`config.mk`:
```
export PLATFORM = sky130hd
export DESIGN_NAME = bht_port_scheduler
export DESIGN_NICKNAME = d
export VERILOG_FILES = /design/src/rtl/bht_port_scheduler.sv
export SDC_FILE = /design/constraint.sdc
export NUM_CORES = 1
export LEC_CHECK = 0
export ABC_AREA = 1
export BUFFER_PORTS_ARGS = -buffer_cell sky130_fd_sc_hd__buf_2
export CAP_MARGIN = 25
export CORE_ASPECT_RATIO = 1.2
export CORE_MARGIN = 2
export CORE_UTILIZATION = 50
export CTS_BUF_LIST = sky130_fd_sc_hd__clkbuf_4 sky130_fd_sc_hd__clkbuf_8
export DETAILED_ROUTE_END_ITERATION = 7
export PLACE_DENSITY = 0.76
export SLEW_MARGIN = 0
export SYNTH_ARGS = -nofsm -noshare
export SYNTH_HDL_FRONTEND = slang
export SYNTH_SLANG_ARGS = --single-unit
```
`constraint.sdc`:
```
create_clock -name clk -period 2.84 [get_ports clk]
set_input_delay 0.284 -clock clk [delete_from_list [all_inputs] [get_ports clk]]
set_output_delay 0.284 -clock clk [all_outputs]
set_load 0.02 [all_outputs]
```
`src/rtl/bht_port_scheduler.sv`:
```
// Single-port arbiter for a 32x2 branch history table: clears the table after reset/flush,
// then shares the port between fetch lookups and queued read-modify-write counter updates.
module bht_port_scheduler #(
  parameter int FIFO_DEPTH   = 4,
  parameter int STARVE_LIMIT = 3
) (
  input  logic       clk,
  input  logic       arst,
  input  logic       flush,
  input  logic       lookup_valid,
  output logic       lookup_ready,
  input  logic [4:0] lookup_addr,
  output logic       pred_valid,
  output logic       pred_taken,
  input  logic       upd_valid,
  output logic       upd_ready,
  input  logic [4:0] upd_addr,
  input  logic       upd_taken,
  output logic [4:0] tbl_addr,
  output logic       tbl_we,
  output logic [1:0] tbl_wdata,
  input  logic [1:0] tbl_rdata,
  output logic       busy
);

  localparam int AW = $clog2(FIFO_DEPTH);
  localparam int SW = $clog2(STARVE_LIMIT + 1);
  localparam logic [SW-1:0] STARVE_MAX = SW'(STARVE_LIMIT);

  localparam logic [1:0] S_INIT   = 2'd0;
  localparam logic [1:0] S_IDLE   = 2'd1;
  localparam logic [1:0] S_UPD_WR = 2'd2;

  logic [1:0]                 r_state;
  logic [4:0]                 r_sweep;
  logic [FIFO_DEPTH-1:0][4:0] r_fifo_addr;
  logic [FIFO_DEPTH-1:0]      r_fifo_taken;
  logic [AW:0]                r_wptr;
  logic [AW:0]                r_rptr;
  logic [SW-1:0]              r_starve;
  logic                       r_pred_valid;

  logic       w_empty;
  logic       w_full;
  logic [4:0] w_head_addr;
  logic       w_head_taken;
  logic       w_idle;
  logic       w_grant_upd;
  logic       w_grant_lk;
  logic       w_wr;
  logic       w_sweep_wr;
  logic       w_push;
  logic [1:0] w_next_ctr;

  assign w_empty      = (r_wptr == r_rptr);
  assign w_full       = (r_wptr[AW] != r_rptr[AW]) && (r_wptr[AW-1:0] == r_rptr[AW-1:0]);
  assign w_head_addr  = r_fifo_addr[r_rptr[AW-1:0]];
  assign w_head_taken = r_fifo_taken[r_rptr[AW-1:0]];

  // flush and reset both silence the port in the current cycle
  assign w_idle      = (r_state == S_IDLE) && !flush && !arst;
  assign w_grant_upd = w_idle && !w_empty && (!lookup_valid || (r_starve == STARVE_MAX));
  assign w_grant_lk  = w_idle && lookup_valid && !w_grant_upd;
  assign w_wr        = (r_state == S_UPD_WR) && !flush && !arst;
  assign w_sweep_wr  = (r_state == S_INIT) && !flush && !arst;

  assign upd_ready = !w_full && !arst;
  assign w_push    = upd_valid && upd_ready && !flush;

  always_comb begin
    w_next_ctr = tbl_rdata;
    if (w_head_taken) begin
      if (tbl_rdata != 2'b11) w_next_ctr = tbl_rdata + 2'd1;
    end else begin
      if (tbl_rdata != 2'b00) w_next_ctr = tbl_rdata - 2'd1;
    end
  end

  always_comb begin
    lookup_ready = w_grant_lk;
    tbl_we       = w_sweep_wr || w_wr;
    tbl_addr     = '0;
    tbl_wdata    = '0;
    if (w_sweep_wr)                tbl_addr = r_sweep;
    else if (w_grant_lk)           tbl_addr = lookup_addr;
    else if (w_grant_upd || w_wr)  tbl_addr = w_head_addr;
    if (w_wr) tbl_wdata = w_next_ctr;
  end

  assign busy       = (r_state == S_INIT);
  assign pred_valid = r_pred_valid;
  assign pred_taken = r_pred_valid & tbl_rdata[1];

  always_ff @(posedge clk or posedge arst) begin
    if (arst) begin
      r_state      <= S_INIT;
      r_sweep      <= '0;
      r_wptr       <= '0;
      r_rptr       <= '0;
      r_starve     <= '0;
      r_pred_valid <= 1'b0;
    end else begin
      // a lookup granted just before a flush still gets its result
      r_pred_valid <= w_grant_lk;
      if (flush) begin
        r_state  <= S_INIT;
        r_sweep  <= '0;
        r_wptr   <= '0;
        r_rptr   <= '0;
        r_starve <= '0;
      end else begin
        case (r_state)
          S_INIT: begin
            r_sweep <= r_sweep + 5'd1;
            if (r_sweep == 5'd31) r_state <= S_IDLE;
          end
          S_IDLE:   if (w_grant_upd) r_state <= S_UPD_WR;
          S_UPD_WR: r_state <= S_IDLE;
          default:  r_state <= S_INIT;
        endcase
        if (w_push) r_wptr <= r_wptr + 1'b1;
        if (w_wr)   r_rptr <= r_rptr + 1'b1;
        if (w_grant_upd || w_empty)
          r_starve <= '0;
        else if (w_grant_lk && (r_starve != STARVE_MAX))
          r_starve <= r_starve + SW'(1);
      end
    end
  end

  always_ff @(posedge clk) begin
    if (w_push) begin
      r_fifo_addr[r_wptr[AW-1:0]]  <= upd_addr;
      r_fifo_taken[r_wptr[AW-1:0]] <= upd_taken;
    end
  end

endmodule

```
* Word-level counts from Yosys, hierarchy flattened *
Cells that the tools add are included.

storage, ports and cells
  register bits = 40
  input bits = 18

operators by class
  reductions and logical operators = 33
  multiplexer cells = 30
  magnitude comparators = 3
  equality and inequality tests = 11
  $add $sub $neg = 6
  bitwise gates (word level) = 1

operator list
  operator             number
  $mux 5               7
  $bwmux 20            1
  $mux 2               10
  $logic_and 1x1->1    16
  $mux 3               4
  $bmux 5 s2           1
  $demux 5 s2          1
  $reduce_bool 2->1    4
  $add 3x1->3 const B  2
  $logic_not 1->1      6
  $lt 2x3->1 const B   2
  $pmux 2 s3           1
  $add 5x1->5 const B  1
  $eq 5x5->1 const B   1
  $add 2x1->2 const B  2
  $bwmux 4             1
  $eq 2x2->1 const B   2
  $logic_or 1x1->1     4
  $ne 2x2->1 const B   2
  $eq 3x3->1           1
  $ne 3x2->1 const B   1
  $ne 3x3->1 const B   1
  $reduce_bool 3->1    1
  $bmux 1 s2           1
  other kinds (10)     11

* Depth between registers and ports, before layout *
Gate-level depths: netlist of run 1.

  depth after elaboration = 11
  mapped depth = 10
  mapped depth without buffers = 9

* Least setup slack after synthesis of run 1 *
Ideal clock, no wire load.

  path type = reg2out
  start = register r_state[0]
  end = output port tbl_wdata[0]
  arrival = 1.316 ns
  setup slack = 1.240 ns
  stages on the path, launching flop included = 8
  buffers on the path = 0
  cell sequence = dfrtp_1 nor2_2 inv_2 nor2_4 nand2_4 clkinv_2 o21ai_1 a21oi_1

between the ends
  word-level cells in the longest chain between the ends = 4

ends and longest elaborated chain
  what                             line  RTL
  start, declared                  34    logic [1:0] r_state;
  start signal, assigned           96    r_state <= S_INIT;
  start signal, assigned           106   r_state <= S_INIT;
  start signal, assigned           115   if (r_sweep == 5'd31) r_state <= S_IDLE;
  $eq 2x2->1                       64    assign w_wr = (r_state == S_UPD_WR) && !flush && !arst;
  $logic_and 1x1->1 (2 in series)  64
  $mux 2                           87    if (w_wr) tbl_wdata = w_next_ctr;
  end, declared                    21    output logic [1:0] tbl_wdata,

No other way between the ends.

* Worst setup path after layout of run 1 *
  start = input port arst
  end = output port tbl_addr[0]

between the ends
  word-level cells in the longest chain between the ends = 8

ends and longest elaborated chain
  what                                                 line    RTL
  start, declared                                      8       input logic arst,
  $logic_not 1->1 (no source line) *                   -
  $logic_and 1x1->1                                    61      assign w_idle = (r_state == S_IDLE) && !flush && !arst;
  $logic_and 1x1->1 (2 in series)                      62      assign w_grant_upd = w_idle && !w_empty && (!lookup_valid || (r_starve == STARVE_MAX));
  $logic_or 1x1->1 or $logic_not 1->1 (tied branches)  86, 63
  $mux 5 or $logic_and 1x1->1 (tied branches)          86, 63
  $mux 5                                               85      else if (w_grant_lk) tbl_addr = lookup_addr;
  $mux 5 *                                             84      if (w_sweep_wr) tbl_addr = r_sweep;
  end, declared                                        19      output logic [4:0] tbl_addr,

Every way passes the cells marked *; elsewhere a longest branch is shown, timed or not.

==> metrics.cfg, run 1 <==
[pwr]
combPwrFrac = 0.145
pwr-share-seq = 0.543
p_total_mw = 1.23
internal_power_mw = 0.878
switchingPower_mw = 0.349
p_leak_nw = 1.13
peakVddDrop_mv = 0.355
power_frac_clock = 0.312
swShare = 0.284
p_per_area_mw_per_mm2 = 508

[drt]
vias = 1576
dr.pass1.iters = 4
drt_iter0_drc = 90
drc_errors = 0
ant_nets = 0
wl_um = 3990
via_per_inst = 5.12
post_drt_wl_per_cell_um = 13.0

[cells_and_area]
utilization = 0.604
fillers = 365
regArea_mm2 = 0.00112
fin_cells = 308
layout-drive-gt1-share = 0.287
multi_input_area_um2 = 870
antenna_cells = 0
fin_area_mm2 = 0.00242
fin_nets = 279
synthToLayoutAreaGrowth_pct = 14.3

[sta]
finalCriticalPeriod_ns = 2.24
finClkSkew_ns = 0.00493
relSlewSlack = 0.707
final-hold-violation-count = 0
finalMaxSlewViolations = 0
max_freq_ghz = 0.446
finalWorstSetupSlack_ns = 0.597
rsz0062_at_grt = false
fin_tns_setup_ns = 0
worst-slew-pin-transition_ns = 0.439
finalSetupViolCount = 0
fin_hold_ws_ns = 0.200
fin_crit_sh = 0.790

[run_status]
run_status = complete, no violations

[run]
maxCapViolCount = 0

[worst_setup_path]
required_ns = 2.56
crit_arrival_ns = 1.96
crit_type = input pin to primary output
cp_max_fo = 10
cp-start-kind = input pin
cp-end-kind = primary output

[floorplan]
io_pins = 31
initial_core_util = 0.528
core_mm2 = 0.00400
die_w_um = 63.4
dieArea_mm2 = 0.00477
die_h_um = 75.3
row_count = 25

[global_routing]
first_global_vias = 1499
grt_pass1_wl_um = 6710
grt_overflow_total = 0
grt_antenna_before_repair = 0
track_usage = 0.184
grt_max_degree = 16

[clock_network]
h-tree-depth = 2
postCtsSetupBuffers = 0
root_buffer = clkbuf_8
cts_tree = yes
clk_pin_slew_worst_paths_ns = 0.08
clock-sinks = 40
cts_buffers = 5
cts_max_path_buffers = 2
clkLatencyLatePin_ns = 0.29

[yosys]
synth_cell_types = 26
synth_xor_area_frac = 0.00828
netlist_instances = 218
yosys.area_share.simple = 0.270
synth-edff-count = 24
synth_top_family_by_area = simple AND/OR/NAND/NOR gates
syn_avg_cell_area_um2 = 9.71
synth_mux_area_frac = 0
syn_nets = 244
synthFlopType = edfxtp_1
ys.warnings.count = 0
syn_area_mm2 = 0.00212
synth_compound_area_frac = 0.0852
ys_seq_area_frac = 0.530
synthAdderAreaFrac = 0.0473
async_flop_share = 0.400
ys_ff_latch = 40

[placement]
portBuffers = 30
dpl_cell_area_mm2 = 0.00231
dp_slack_ns = 0.992
hpwl_um = 3070
dp.cells = 299
place_congestion = 0.787

[hold_path]
hold_path.class = input pin to flip-flop

## Yosys cell counts (3+ instances only)
master     n  area (um2)
a21oi_1    5        25.0
nor2_2     6        37.5
nand2_1   41         154
o21ai_0   17        85.1
o22ai_1    5        31.3
buf_2      3        15.0
nor2_1    24        90.1
ha_1       8         100
nand3_2    8        80.1
dfrtp_1   16         400
edfxtp_1  24         721
inv_1     18        67.6
nand2_4    3        33.8
inv_2      7        26.3
nand3_1   14        70.1
nor2_4     3        33.8
## power by group through the flow
stage	Clock (mW)	Sequential [mW]	Combinational, mW
global route	0.415	0.670	0.203
finish	0.383	0.666	0.178
detailed placement	0	0.679	0.177
CTS	0.396	0.666	0.180
floorplan	0	0.673	0.129
global placement	0	0.678	0.175
## logic make-up (layout without fill, tap and decap cells)
logic type                 after synthesis  in the layout
adders and majority gates                8              8
DFF                                     40             40
and+or+nand+nor                        106            106
buffers and inverters                   30             66
xor gates and xnor gates                 2              2
AOI/OAI and AO/OA                       32             32
## final timing paths
| check | start | endpoint | slack (ns) | cells past startpoint |
|---|---|---|---|---|
| worst max register to register | r_rptr[0] | r_fifo_addr[19] | 1.04 | 6 |
| worst max-delay path | arst | tbl_addr[0] | 0.60 | 10 |
| max in group asynchronous | arst | r_wptr[1] | 1.93 | 4 |
| worst min-delay path | upd_addr[1] | r_fifo_addr[16] | 0.20 | 1 |
| worst min register to register | r_sweep[3] | r_sweep[3] | 0.50 | 1 |
| min in group asynchronous | arst | r_sweep[2] | 0.49 | 3 |
## layout by cell type, fill, tap and decap left out, types with 3 or more instances in the layout
| cell | count |
|---|---|
| dfrtp_1 | 16 |
| o21ai_0 | 17 |
| nor2_2 | 6 |
| inv_1 | 18 |
| a21oi_1 | 5 |
| buf_2 | 30 |
| nand2_1 | 41 |
| ha_1 | 8 |
| inv_2 | 7 |
| nor2_4 | 3 |
| nand3_1 | 14 |
| nand2_4 | 3 |
| clkbuf_8 | 5 |
| nor2_1 | 24 |
| o22ai_1 | 5 |
| edfxtp_1 | 24 |
| nand3_2 | 8 |
## state kept, by name, indices dropped and copies added, names as in the netlist
register      cells
r_fifo_taken      4
r_wptr            3
r_starve          2
r_sweep           5
r_rptr            3
r_state           2
r_fifo_addr      20
pred_valid        1
## final cells by class
type                            instances  share of cell area
Clock buffer                            5              0.0285
Multi-Input combinational cell        148               0.360
Tap cell                               54              0.0280
Sequential cell                        40               0.464
Inverter                               26              0.0409
Clock inverter                          3             0.00983
Timing Repair Buffer                   32              0.0694
## critical path: stages
cell and delay [ns]:
dlygate4sd3_1 0.53, buf_2 0.15, inv_2 0.20, nand3_4 0.17
nor2_4 0.13, nand2_4 0.10, nand2_4 0.09, nand2_1 0.08
nand3_2 0.06, buf_2 0.15
## per-layer routing
metal | part of all wire | routed length (um) | up-vias | track usage
li1 | - | - | 808 | -
met1 | 0.43 | 1740 | 733 | 0.209
met2 | 0.52 | 2090 | 31 | 0.347
met3 | 0.035 | 140 | 4 | 0.0389
met4 | 0.0078 | 31 | 0 | 0.0580
met5 | 0 | 0 | - | 0
## repair_timing
| item | 4_1_cts | 5_1_grt |
|---|---|---|
| hold buffers | 1 | 0 |
| hold endpoints to repair | 8 | 0 |
| gates resized for setup | 0 | 0 |
Note: power is estimated with default switching activity, not from simulation.
==> inputs of run 2 (changes only) <==
- clock period: 2.84 -> 2.2 ns (I/O delays scaled with it)
==> run 2 against run 1 <==
  * Non-clock buffer count grew 2
  * Sequential power grew 29%
  * Register-to-register slack lost 0.57 ns
  * Flip-flop and latch count is the same
  * Critical endpoint is now tbl_addr[4]
  * Highest routed layer unchanged
  * Power grew 38%
==> metrics.cfg, run 2 (same netlist as run 1, synthesis figures left out) <==
[floorplan]
core_mm2 = 0.00400
initial_core_util = 0.528
dieArea_mm2 = 0.00477
row_count = 25
io_pins = 31
die_h_um = 75.3
die_w_um = 63.4

[drt]
ant_nets = 0
vias = 1565
drc_errors = 0
via_per_inst = 5.05
wl_um = 3930
post_drt_wl_per_cell_um = 12.7
drt_iter0_drc = 103
dr.pass1.iters = 4

[clock_network]
cts_buffers = 5
root_buffer = clkbuf_8
cts_tree = yes
h-tree-depth = 2
clk_pin_slew_worst_paths_ns = 0.08
cts_max_path_buffers = 2
postCtsSetupBuffers = 0
clkLatencyLatePin_ns = 0.29
clock-sinks = 40

[cells_and_area]
layout-drive-gt1-share = 0.293
antenna_cells = 0
fillers = 351
multi_input_area_um2 = 870
fin_nets = 281
layout_common_cells = 41 x nand2_1, 30 x buf_2, 24 x nor2_1, 24 x edfxtp_1, 18 x inv_1
layout_commonest_cell = nand2_1
synthToLayoutAreaGrowth_pct = 16.1
largest_reg_flops = 20
regArea_mm2 = 0.00112

[worst_setup_path]
regToRegSetupSlack_ns = 0.47
cp-start-kind = input pin
cp_cell_sequence = dlygate4sd3_1 -> buf_2 -> inv_4 -> nand3_4 -> nor2_4 -> nand2_4 -> nand2_4 -> nand2_1 -> nand3_2 -> buf_2
r2r-start = r_rptr[1]
slowest_delay_ns = 0.53
cp_slowest_cell = dlygate4sd3_1
crit_type = input pin to primary output
reg2reg_depth = 8
cp.depth = 10
crit_family = buffers and inverters
required_ns = 1.98
reg2reg_to = r_fifo_addr[0]
cp-end-kind = primary output
crit_arrival_ns = 1.81
cp_max_fo = 11
critPathBufInv = 4

[sta]
fin_crit_sh = 0.922
final-hold-violation-count = 0
finalSetupViolCount = 0
fin_tns_setup_ns = 0
rsz0062_at_grt = false
relSlewSlack = 0.779
finalCriticalPeriod_ns = 2.03
max_freq_ghz = 0.493
worst-slew-pin-transition_ns = 0.331
finalMaxSlewViolations = 0
finClkSkew_ns = 0.00916

[pwr]
p_per_area_mw_per_mm2 = 690
peakVddDrop_mv = 0.397
p_leak_nw = 1.16
p_total_mw = 1.70

[global_routing]
track_usage = 0.177
grt_antenna_before_repair = 0
first_global_vias = 1500
grt_overflow_total = 0
grt_max_degree = 15
grt_pass1_wl_um = 6470

[run]
maxCapViolCount = 0

[hold_path]
min_to = r_fifo_addr[14]
hold_path.class = input pin to flip-flop
hold_depth = 1
hold_start = upd_addr[4]

[placement]
hpwl_um = 3100
place_congestion = 0.800
portBuffers = 30

[run_status]
run_status = complete, no violations

[run 2: cell type report]
cell class	count	area share
Sequential cell	40	0.456
Multi-Input combinational cell	148	0.354
Timing Repair Buffer	34	0.0743
Inverter	26	0.0412
Clock buffer	5	0.0280
Tap cell	54	0.0275
Clock inverter	3	0.0188
[run 2: how the worst max path moves through the flow]
stage / to / slack, ns / start
3_3_place_gp: r_fifo_addr[17] / 0.57 / r_rptr[1]
3_5_place_dp: r_fifo_addr[1] / 0.51 / r_rptr[1]
2_1_floorplan: r_fifo_addr[15] / 0.65 / r_rptr[1]
6_report: tbl_addr[4] / 0.17 / arst
4_1_cts: tbl_addr[1] / 0.06 / arst
5_1_grt: tbl_addr[0] / 0.05 / arst
[run 2: per-layer routing]
metal / track usage / share of wire / vias up
met2: 0.329 / 0.51 / 34
met4: 0.0797 / 0.019 / 0
met1: 0.195 / 0.43 / 722
li1: - / - / 803
met5: 0 / 0 / -
met3: 0.0419 / 0.040 / 6
[run 2: what timing repair did]
action                     in CTS  in global routing
resized for setup               0                  2
setup endpoints to repair       0                  5
hold endpoints to repair        8                  0
hold buffers                    1                  0
[run 2: report_power, final]
group | internal, mW | switching, mW | leakage (nW) | total (mW)
clock | 0.341 | 0.260 | 0.0548 | 0.601
sequential | 0.828 | 0.0326 | 0.435 | 0.861
combinational | 0.0826 | 0.151 | 0.668 | 0.233
[run 2: stage by stage]
stage	utilization	hold slack [ns]	instances	cell area (um2)	setup WS [ns]
after detailed placement	0.582	0.201	301	2330	0.513
after CTS	0.613	0.139	310	2450	0.0559
after global placement	0.582	0.207	301	2330	0.569
after global routing	0.614	0.142	310	2460	0.0529
final	0.614	0.141	310	2460	0.172
after floorplan	-	0.0743	218	2120	0.650
